$ cat config.mk
export PLATFORM = sky130hd
export DESIGN_NAME = neuron_accumulator_flat
export DESIGN_NICKNAME = d
export VERILOG_FILES = /design/src/rtl/ann_pkg.sv /design/src/rtl/neuron_accumulator_if.sv /design/src/rtl/neuron_accumulator_sat_clip_unit.sv /design/src/rtl/neuron_accumulator.sv /design/src/flat_wrapper.sv
export SDC_FILE = /design/constraint.sdc
export NUM_CORES = 1
export LEC_CHECK = 0
export ABC_CLOCK_PERIOD_IN_PS = 7200
export CAP_MARGIN = 20
export CELL_PAD_IN_SITES_DETAIL_PLACEMENT = 1
export CELL_PAD_IN_SITES_GLOBAL_PLACEMENT = 1
export CORE_ASPECT_RATIO = 0.7
export CORE_MARGIN = 1
export CORE_UTILIZATION = 41
export DETAILED_ROUTE_END_ITERATION = 12
export GPL_TIMING_DRIVEN = 0
export PLACE_DENSITY = 0.95
export SLEW_MARGIN = 20
export SYNTH_ARGS = -nofsm -noshare
export SYNTH_HDL_FRONTEND = slang
export SYNTH_SLANG_ARGS = --single-unit
$ cat constraint.sdc
create_clock -name clk -period 7.2 [get_ports clk]
set_input_delay 1.44 -clock clk [delete_from_list [all_inputs] [get_ports clk]]
set_output_delay 1.44 -clock clk [all_outputs]
set_load 0.01 [all_outputs]
$ cat src/rtl/ann_pkg.sv
// ann_pkg: shared widths, FSM state type and saturating clip for the ANN datapath
// sat_clip maps a sign-extended accumulator onto the ACT_W activation range.
package ann_pkg;
    localparam int PROD_W = 19;
    localparam int ACT_W = 20;
    localparam int N_PIXELS = 16;
    localparam int CLIP_W = 64;
    localparam logic signed [CLIP_W-1:0] ACT_MAX = (64'sd1 <<< (ACT_W - 1)) - 64'sd1;
    localparam logic signed [CLIP_W-1:0] ACT_MIN = -ACT_MAX - 64'sd1;

    typedef enum logic [1:0] {ST_ACC, ST_SAT, ST_HOLD} state_e;

    // Returns {clipped, value}.
    function automatic logic [ACT_W:0] sat_clip(input logic signed [CLIP_W-1:0] acc);
        return acc > ACT_MAX ? {1'b1, ACT_MAX[ACT_W-1:0]} :
               acc < ACT_MIN ? {1'b1, ACT_MIN[ACT_W-1:0]} : {1'b0, acc[ACT_W-1:0]};
    endfunction
endpackage

$ cat src/rtl/neuron_accumulator_if.sv
// neuron_accumulator_if: product-in / result-out handshake bundle of one neuron
// master = upstream/downstream environment, slave = the accumulator.
interface neuron_accumulator_if
    import ann_pkg::*;
#(
    parameter int IN_W = PROD_W,
    parameter int OUT_W = ACT_W
);
    logic signed [IN_W-1:0] bias;
    logic signed [IN_W-1:0] in_data;
    logic in_valid;
    logic in_ready;
    logic signed [OUT_W-1:0] out_data;
    logic out_valid;
    logic out_ready;
    logic out_sat;

    modport master (
        output bias, in_data, in_valid, out_ready,
        input  in_ready, out_data, out_valid, out_sat
    );
    modport slave (
        input  bias, in_data, in_valid, out_ready,
        output in_ready, out_data, out_valid, out_sat
    );
endinterface

$ cat src/rtl/neuron_accumulator_sat_clip_unit.sv
// sat_clip_unit: combinational saturation of an ACC_W accumulator to OUT_W with clip flag
// The activation width reuses the shared package function; other widths clip locally.
module sat_clip_unit
    import ann_pkg::*;
#(
    parameter int ACC_W = 25,
    parameter int OUT_W = ACT_W
) (
    input  logic signed [ACC_W-1:0] acc,
    output logic [OUT_W-1:0] data,
    output logic sat
);
    if (OUT_W == ACT_W) begin : g_pkg
        assign {sat, data} = sat_clip(CLIP_W'(acc));
    end else begin : g_gen
        localparam logic signed [ACC_W-1:0] HI = ACC_W'((64'sd1 <<< (OUT_W - 1)) - 64'sd1);
        localparam logic signed [ACC_W-1:0] LO = -HI - ACC_W'(1);
        assign sat = acc > HI || acc < LO;
        assign data = sat ? (acc < 0 ? LO[OUT_W-1:0] : HI[OUT_W-1:0]) : acc[OUT_W-1:0];
    end
endmodule

$ cat src/rtl/neuron_accumulator.sv
// neuron_accumulator: sequential bias + product accumulation with saturated, held result
// Beats are refused outside ACC, so backpressure never loses upstream data.
module neuron_accumulator
    import ann_pkg::*;
#(
    parameter int IN_W = PROD_W,
    parameter int OUT_W = ACT_W,
    parameter int N_INPUTS = N_PIXELS,
    parameter int ACC_W = IN_W + $clog2(N_INPUTS + 1) + 1
) (
    input logic clk,
    input logic rst,
    neuron_accumulator_if.slave io
);
    localparam int CNT_W = N_INPUTS > 1 ? $clog2(N_INPUTS) : 1;
    localparam logic [CNT_W-1:0] LAST = CNT_W'(N_INPUTS - 1);

    state_e state_q, state_d;
    logic signed [ACC_W-1:0] acc_q, acc_d;
    logic [CNT_W-1:0] cnt_q, cnt_d;
    logic out_valid_q, out_valid_d;
    logic out_sat_q, out_sat_d;
    logic [OUT_W-1:0] out_data_q, out_data_d;
    logic [OUT_W-1:0] clip_data;
    logic clip_sat;
    logic beat;

    sat_clip_unit #(.ACC_W(ACC_W), .OUT_W(OUT_W)) u_clip (
        .acc(acc_q),
        .data(clip_data),
        .sat(clip_sat)
    );

    assign io.in_ready = state_q == ST_ACC;
    assign io.out_valid = out_valid_q;
    assign io.out_data = out_data_q;
    assign io.out_sat = out_sat_q;
    assign beat = io.in_valid & io.in_ready;

    always_comb begin
        state_d = state_q;
        acc_d = acc_q;
        cnt_d = cnt_q;
        out_valid_d = out_valid_q;
        out_data_d = out_data_q;
        out_sat_d = out_sat_q;
        case (state_q)
            ST_ACC: if (beat) begin
                // First beat of a vector seeds the sum with the bias instead of the old total.
                acc_d = (cnt_q == '0 ? ACC_W'($signed(io.bias)) : acc_q) + ACC_W'($signed(io.in_data));
                cnt_d = cnt_q == LAST ? '0 : cnt_q + CNT_W'(1);
                state_d = cnt_q == LAST ? ST_SAT : ST_ACC;
            end
            ST_SAT: begin
                out_data_d = clip_data;
                out_sat_d = clip_sat;
                out_valid_d = 1'b1;
                state_d = ST_HOLD;
            end
            ST_HOLD: if (io.out_ready) begin
                out_valid_d = 1'b0;
                acc_d = '0;
                state_d = ST_ACC;
            end
            default: state_d = ST_ACC;
        endcase
    end

    always_ff @(posedge clk) begin
        if (rst) begin
            state_q <= ST_ACC;
            acc_q <= '0;
            cnt_q <= '0;
            out_valid_q <= 1'b0;
            out_data_q <= '0;
            out_sat_q <= 1'b0;
        end else begin
            state_q <= state_d;
            acc_q <= acc_d;
            cnt_q <= cnt_d;
            out_valid_q <= out_valid_d;
            out_data_q <= out_data_d;
            out_sat_q <= out_sat_d;
        end
    end
endmodule
$ cat src/flat_wrapper.sv
// flat-port wrapper written by rule: the top's interface ports become plain ports
module neuron_accumulator_flat import ann_pkg::*;
#(
    parameter int IN_W = PROD_W,
    parameter int OUT_W = ACT_W,
    parameter int N_INPUTS = N_PIXELS,
    parameter int ACC_W = IN_W + $clog2(N_INPUTS + 1) + 1
)
  (clk, rst, io_bias, io_in_data, io_in_valid, io_out_ready, io_in_ready, io_out_data, io_out_valid, io_out_sat);
  neuron_accumulator_if #(.IN_W(IN_W), .OUT_W(OUT_W)) io_i ();
  input logic clk;
  input logic rst;
  input wire logic [$bits(io_i.bias)-1:0] io_bias;
  input wire logic [$bits(io_i.in_data)-1:0] io_in_data;
  input wire logic [$bits(io_i.in_valid)-1:0] io_in_valid;
  input wire logic [$bits(io_i.out_ready)-1:0] io_out_ready;
  output wire logic [$bits(io_i.in_ready)-1:0] io_in_ready;
  output wire logic [$bits(io_i.out_data)-1:0] io_out_data;
  output wire logic [$bits(io_i.out_valid)-1:0] io_out_valid;
  output wire logic [$bits(io_i.out_sat)-1:0] io_out_sat;
  assign io_i.bias = io_bias;
  assign io_i.in_data = io_in_data;
  assign io_i.in_valid = io_in_valid;
  assign io_i.out_ready = io_out_ready;
  assign io_in_ready = io_i.in_ready;
  assign io_out_data = io_i.out_data;
  assign io_out_valid = io_i.out_valid;
  assign io_out_sat = io_i.out_sat;
  neuron_accumulator #(.IN_W(IN_W), .OUT_W(OUT_W), .N_INPUTS(N_INPUTS), .ACC_W(ACC_W)) u_core (.clk(clk), .rst(rst), .io(io_i));
endmodule
* Yosys cells after proc, flatten, opt, wreduce, memory -nomap -nowiden *
Cells that the tools add are included.

word-level totals
  bits of input ports = 42
  logic and storage cells = 37
  flip-flop bits (word level) = 53

operators by class
  $lt $le $gt $ge = 2
  equal/unequal tests = 5
  $add $sub $neg = 2
  mux-type cells = 13
  bitwise logic cells = 1
  reductions and logical operators = 8

operator list
  kind                                                              count
  two-way mux 25 bit                                                3
  case mux 25 bit (2 select lines)                                  1
  two-way mux 21 bit                                                2
  adder 25 x 19 -> 25 bit                                           1
  greater-than comparator 25 x 20 -> 1 bit (second input constant)  1
  < comparator 25 x 20 -> 1 bit (second input constant)             1
  case mux 2 bit (3 select lines)                                   1
  AND reduction 2 bit                                               3
  adder 4 x 1 -> 4 bit (second input constant)                      1
  == test 4 bit (second input constant)                             1
  zero test 4 bit                                                   1
  two-way mux 2 bit                                                 2
  two-way mux 4 bit                                                 1
  != test 2 bit (second input constant)                             2
  nonzero test 2 bit                                                2
  AND reduction 3 bit                                               1
  == test 2 x 1 -> 1 bit (second input constant)                    1
  == test 2 bit (second input constant)                             1
  zero test 2 bit                                                   1
  two-way mux 1 bit                                                 2
  case mux 1 bit (2 select lines)                                   1
  bitwise AND 1 bit                                                 1

* Logic depth before layout (Yosys ltp) *
  depth in word-level cells = 5
  gate-level depth with buffers = 16
  mapped depth without buffers = 14

* Modules after synthesis *
Synthesis repeated with hierarchy kept, for this count alone.

second synthesis, totals
  cells, all modules = 504
  area, all modules = 3,674.8 µm²

by module, submodules not included
  module              cells each  seq. area each (µm²)  area an instance (µm²)  instances
  neuron_accumulator  473         1,061.0               3,438.3                 1
  sat_clip_unit       31          0.0                   236.5                   1

* Least setup slack after synthesis *
OpenSTA, ideal clock, no wires.

  kind = input to register
  start point = in io_bias[18]
  end point = reg u_core.acc_q[24]
  stages = 12
  data arrival time = 3.303 ns
  setup slack = 3.771 ns
  cell sequence = and3_1 clkbuf_1 a21o_1 ha_1 buf_2 a21o_1 o2bb2ai_1 a311o_1 a21oi_1 o21ai_2 xnor2_1 o21ai_1

on the way
  word-level cells in the longest chain between the ends = 4

ends and longest elaborated chain
  item                              RTL line                  source
  start: declaration                flat_wrapper.sv:13        input wire logic [$bits(io_i.bias)-1:0] io_bias;
  two-way mux 25 bit                neuron_accumulator.sv:50  acc_d = (cnt_q == '0 ? ACC_W'($signed(io.bias)) : acc_q) + ACC_W'($signed(io.in_data));
  adder 25 x 19 -> 25 bit           neuron_accumulator.sv:50
  two-way mux 25 bit                neuron_accumulator.sv:48  ST_ACC: if (beat) begin
  case mux 25 bit (2 select lines)  neuron_accumulator.sv:47  case (state_q)
  end signal: assignment            neuron_accumulator.sv:72  acc_q <= '0;
  end signal: assignment            neuron_accumulator.sv:79  acc_q <= acc_d;
  end: declaration                  neuron_accumulator.sv:19  logic signed [ACC_W-1:0] acc_q, acc_d;

Every way passes these cells. The select of a mux whose other input is x is not followed.
A chain may end at the register's enable or synchronous reset.

* Worst setup path in the final report *
Ends and elaborated chain as after synthesis.

==> run metrics <==
status=finished clean; Crit Path Class=in2reg; CTS tree=done; Critical Path AT=4100 ps; # clock sinks=53; Nets=621; critical path, cell by cell=clkdlybuf4s50_1 -> and3_1 -> clkbuf_1 -> a21o_1 -> ha_1 -> buf_2 -> a21o_1 -> o2bb2ai_1 -> a311o_1 -> a21oi_1 -> o21ai_2 -> xnor2_1 -> o21ai_1; Die W=114 um; PortBufs=64; hpwl dp=9640 um; max incr delay on CP=490 ps; Max-slew headroom=0.284; setup tns final=0 ps; Hold WC Path Type=reg2reg; ys flop type=dfxtp_1; area of the mapped netlist=3590 sq um; Leak=1.83 nW; total vias in the final route=3,878; WHS Path Cells=2; Resize count post-CTS=0; Total GRT Usage=0.272; Die Ht=80.3 um; critical path depth=13; Antenna diodes=0; Post-synth EDFFs=0; largest net degree at the start of global routing=19; Period Utilization, post-route=0.546; slowest cell on the critical path=clkdlybuf4s50_1; GR Layer Usage met3=0.0491; H-tree levels=2; RSZ-0062 raised after global routing=no; initial antenna violation count=0; Warnings, synthesis=0; DRC=0; root buffer cell=clkbuf_16; reg2reg start=u_core.cnt_q[0]$_SDFFE_PP0P_; fraction of layout cells with a size suffix above 1=0.0652; full die area=9150 sq um; Setup Viol. Count Final=0; critical path endpoint category=flop; GPL Wtd Cong=0.862; max cap viols=0; final hold slack=458 ps; Pre-antenna DRT Iters=5; Slew @ Worst Pin=1070 ps; R2R cell count=16; Final Util=0.538; detail-routed via count per cell=5.77; worst clock skew=6.14 ps; ys async rst share=0; r2r setup slk=3270 ps; GR Overflow Total=0; CP Buf/Inv Count=3; Tmin final=3930 ps; DRT iter0 DRCs=264; Req. time, crit path=7370 ps; FF+latch count, synth=53; wire per inst=18.2 um; critical path launch point=io_bias[18]; CP Launch Type=input port; met1 usage=0.352; fmax=254 MHz; Core ar.=8480 sq um; Clock Tree Buf Depth=2; busiest grt layer=met2; Cells after Synth=480; Site Rows=28; hold path start=u_core.io.out_data[14]$_SDFFE_PP0P_; Slew Viols, Final=0; part of the Yosys area used for sequential elements=0.295; clk_lat worst skew=300 ps; Non-Filler Instances=672; Syn Area/Cell=7.49 sq um; post-synth cell types=52; Area growth, synth to finish=26.8%; Power Density=233 nW/um^2; Final ANT Viol Nets=0; clk slew on worst S/H paths=80 ps; # hold bufs at CTS=0; hold violation count in the final report=0; Final Routed Wirelength=12,200 um; Initial Util=0.424; Top cell by count, worst path=a21o_1; Post-Syn Nets=550; delay-heaviest family, CP=compound AO/OA/AOI/OAI gates; peak supply drop=0.0000990 V; met2 usage=0.470; crit-path max FO=9; first-pass GRT wire length=19,500 um; Placed Instances=664; CTS Buf Count=5; I/O pins=65; postcts setup bufs=0; vias in the first global route=3,958
-- cell type report --
cell class | count | area (sq um)
multi-input cells | 391 | 2380
flip-flops and latches | 53 | 1060
repair buffers | 64 | 641
plain buffers | 30 | 129
fillers | 1097 | 3920
clock buffers | 5 | 125
clock inverters | 3 | 48.8
well taps | 120 | 150
inverters | 6 | 22.5
-- worst register-to-register path, delay by kind of cell, from the launching register on --
family,cells,cell delay [ps]
flops,1,340
buf+inv,3,980
fa+ha+maj,3,680
simple gates,3,370
xor+xnor,1,200
compound gates,6,1250
-- final timing paths --
| path | endpoint |
|---|---|
| max reg2reg | u_core.acc_q[18]$_SDFFE_PP0P_ |
| max | u_core.acc_q[24]$_SDFFE_PP0P_ |
| min reg2reg | u_core.io.out_data[14]$_SDFFE_PP0P_ |
| min | u_core.io.out_data[14]$_SDFFE_PP0P_ |
-- cell usage after synthesis, types with 2 or more instances --
master	number	area, sq um
o21ai_0	17	85.1
and4_1	2	17.5
o211ai_1	22	165
a21o_1	10	75.1
o21a_1	3	22.5
or4_1	3	22.5
a21oi_1	51	255
nand3_1	11	55.1
xnor2_1	11	96.3
nand2b_1	3	18.8
dfxtp_1	53	1060
nor2_1	32	120
o21ai_1	10	50.1
nor3_1	10	50.1
inv_1	6	22.5
a22oi_1	9	67.6
a31oi_1	4	25.0
a211oi_1	2	15.0
ha_1	27	338
buf_2	13	65.1
o21ai_2	4	35.0
or3_1	2	12.5
nand2_1	109	409
clkbuf_1	14	52.6
buf_1	3	11.3
and3_1	3	18.8
xor2_1	11	96.3
and2_1	2	12.5
nor2b_1	3	18.8
nand4_1	6	37.5
mux2i_1	3	30.0
-- per-layer routing --
metal,routed length (um),part of all wire
met2,5740,0.47
met3,786,0.064
met1,5580,0.46
met4,117,0.0096
met5,0,0
-- stage by stage --
stage / total power, W / instance area [sq um] / worst slack, ps
final: 0.00106 / 4560 / 3270
after global routing: 0.00112 / 4560 / 3010
after CTS: 0.00105 / 4560 / 3290
after detailed placement: 0.000768 / 4380 / 3040
after global placement: 0.000742 / 4380 / 3090
after floorplan: 0.000640 / 3590 / 3770
-- sequential cells by signal, summed over array words and instances, names as in the netlist --
register,count
u_core.acc_q,25
u_core.cnt_q,4
u_core.io.out_data,20
u_core.io.out_sat,1
u_core.io.out_valid,1
u_core.state_q,2
-- layout by cell type, fill, tap and decap left out, types with 13 or more instances in the layout --
| master | Yosys | final |
|---|---|---|
| dfxtp_1 | 53 | 53 |
| nand2_1 | 109 | 109 |
| nor2_1 | 32 | 32 |
| o211ai_1 | 22 | 22 |
| a21oi_1 | 51 | 51 |
| o21ai_0 | 17 | 17 |
| clkdlybuf4s50_1 | 0 | 64 |
| clkbuf_1 | 14 | 14 |
| buf_2 | 13 | 13 |
| ha_1 | 27 | 27 |
-- cell families (layout without fill, tap and decap cells) --
kind of cell,count (synthesis),after routing,synth area share
flops,53,53,0.295
mux,3,3,0.00836
simple gates,196,196,0.250
fa+ha+maj,28,28,0.0996
buf+inv,36,108,0.0421
compound gates,142,142,0.251
xor+xnor,22,22,0.0536
-- where the power goes --
part	internal [W]	leakage, nW	total (W)	switching (W)
clock network	0.000167	0.0819	0.000286	0.000119
logic	0.000162	1.31	0.000423	0.000262
registers	0.000322	0.432	0.000352	0.0000306
Note: power is estimated with default switching activity, not from simulation.
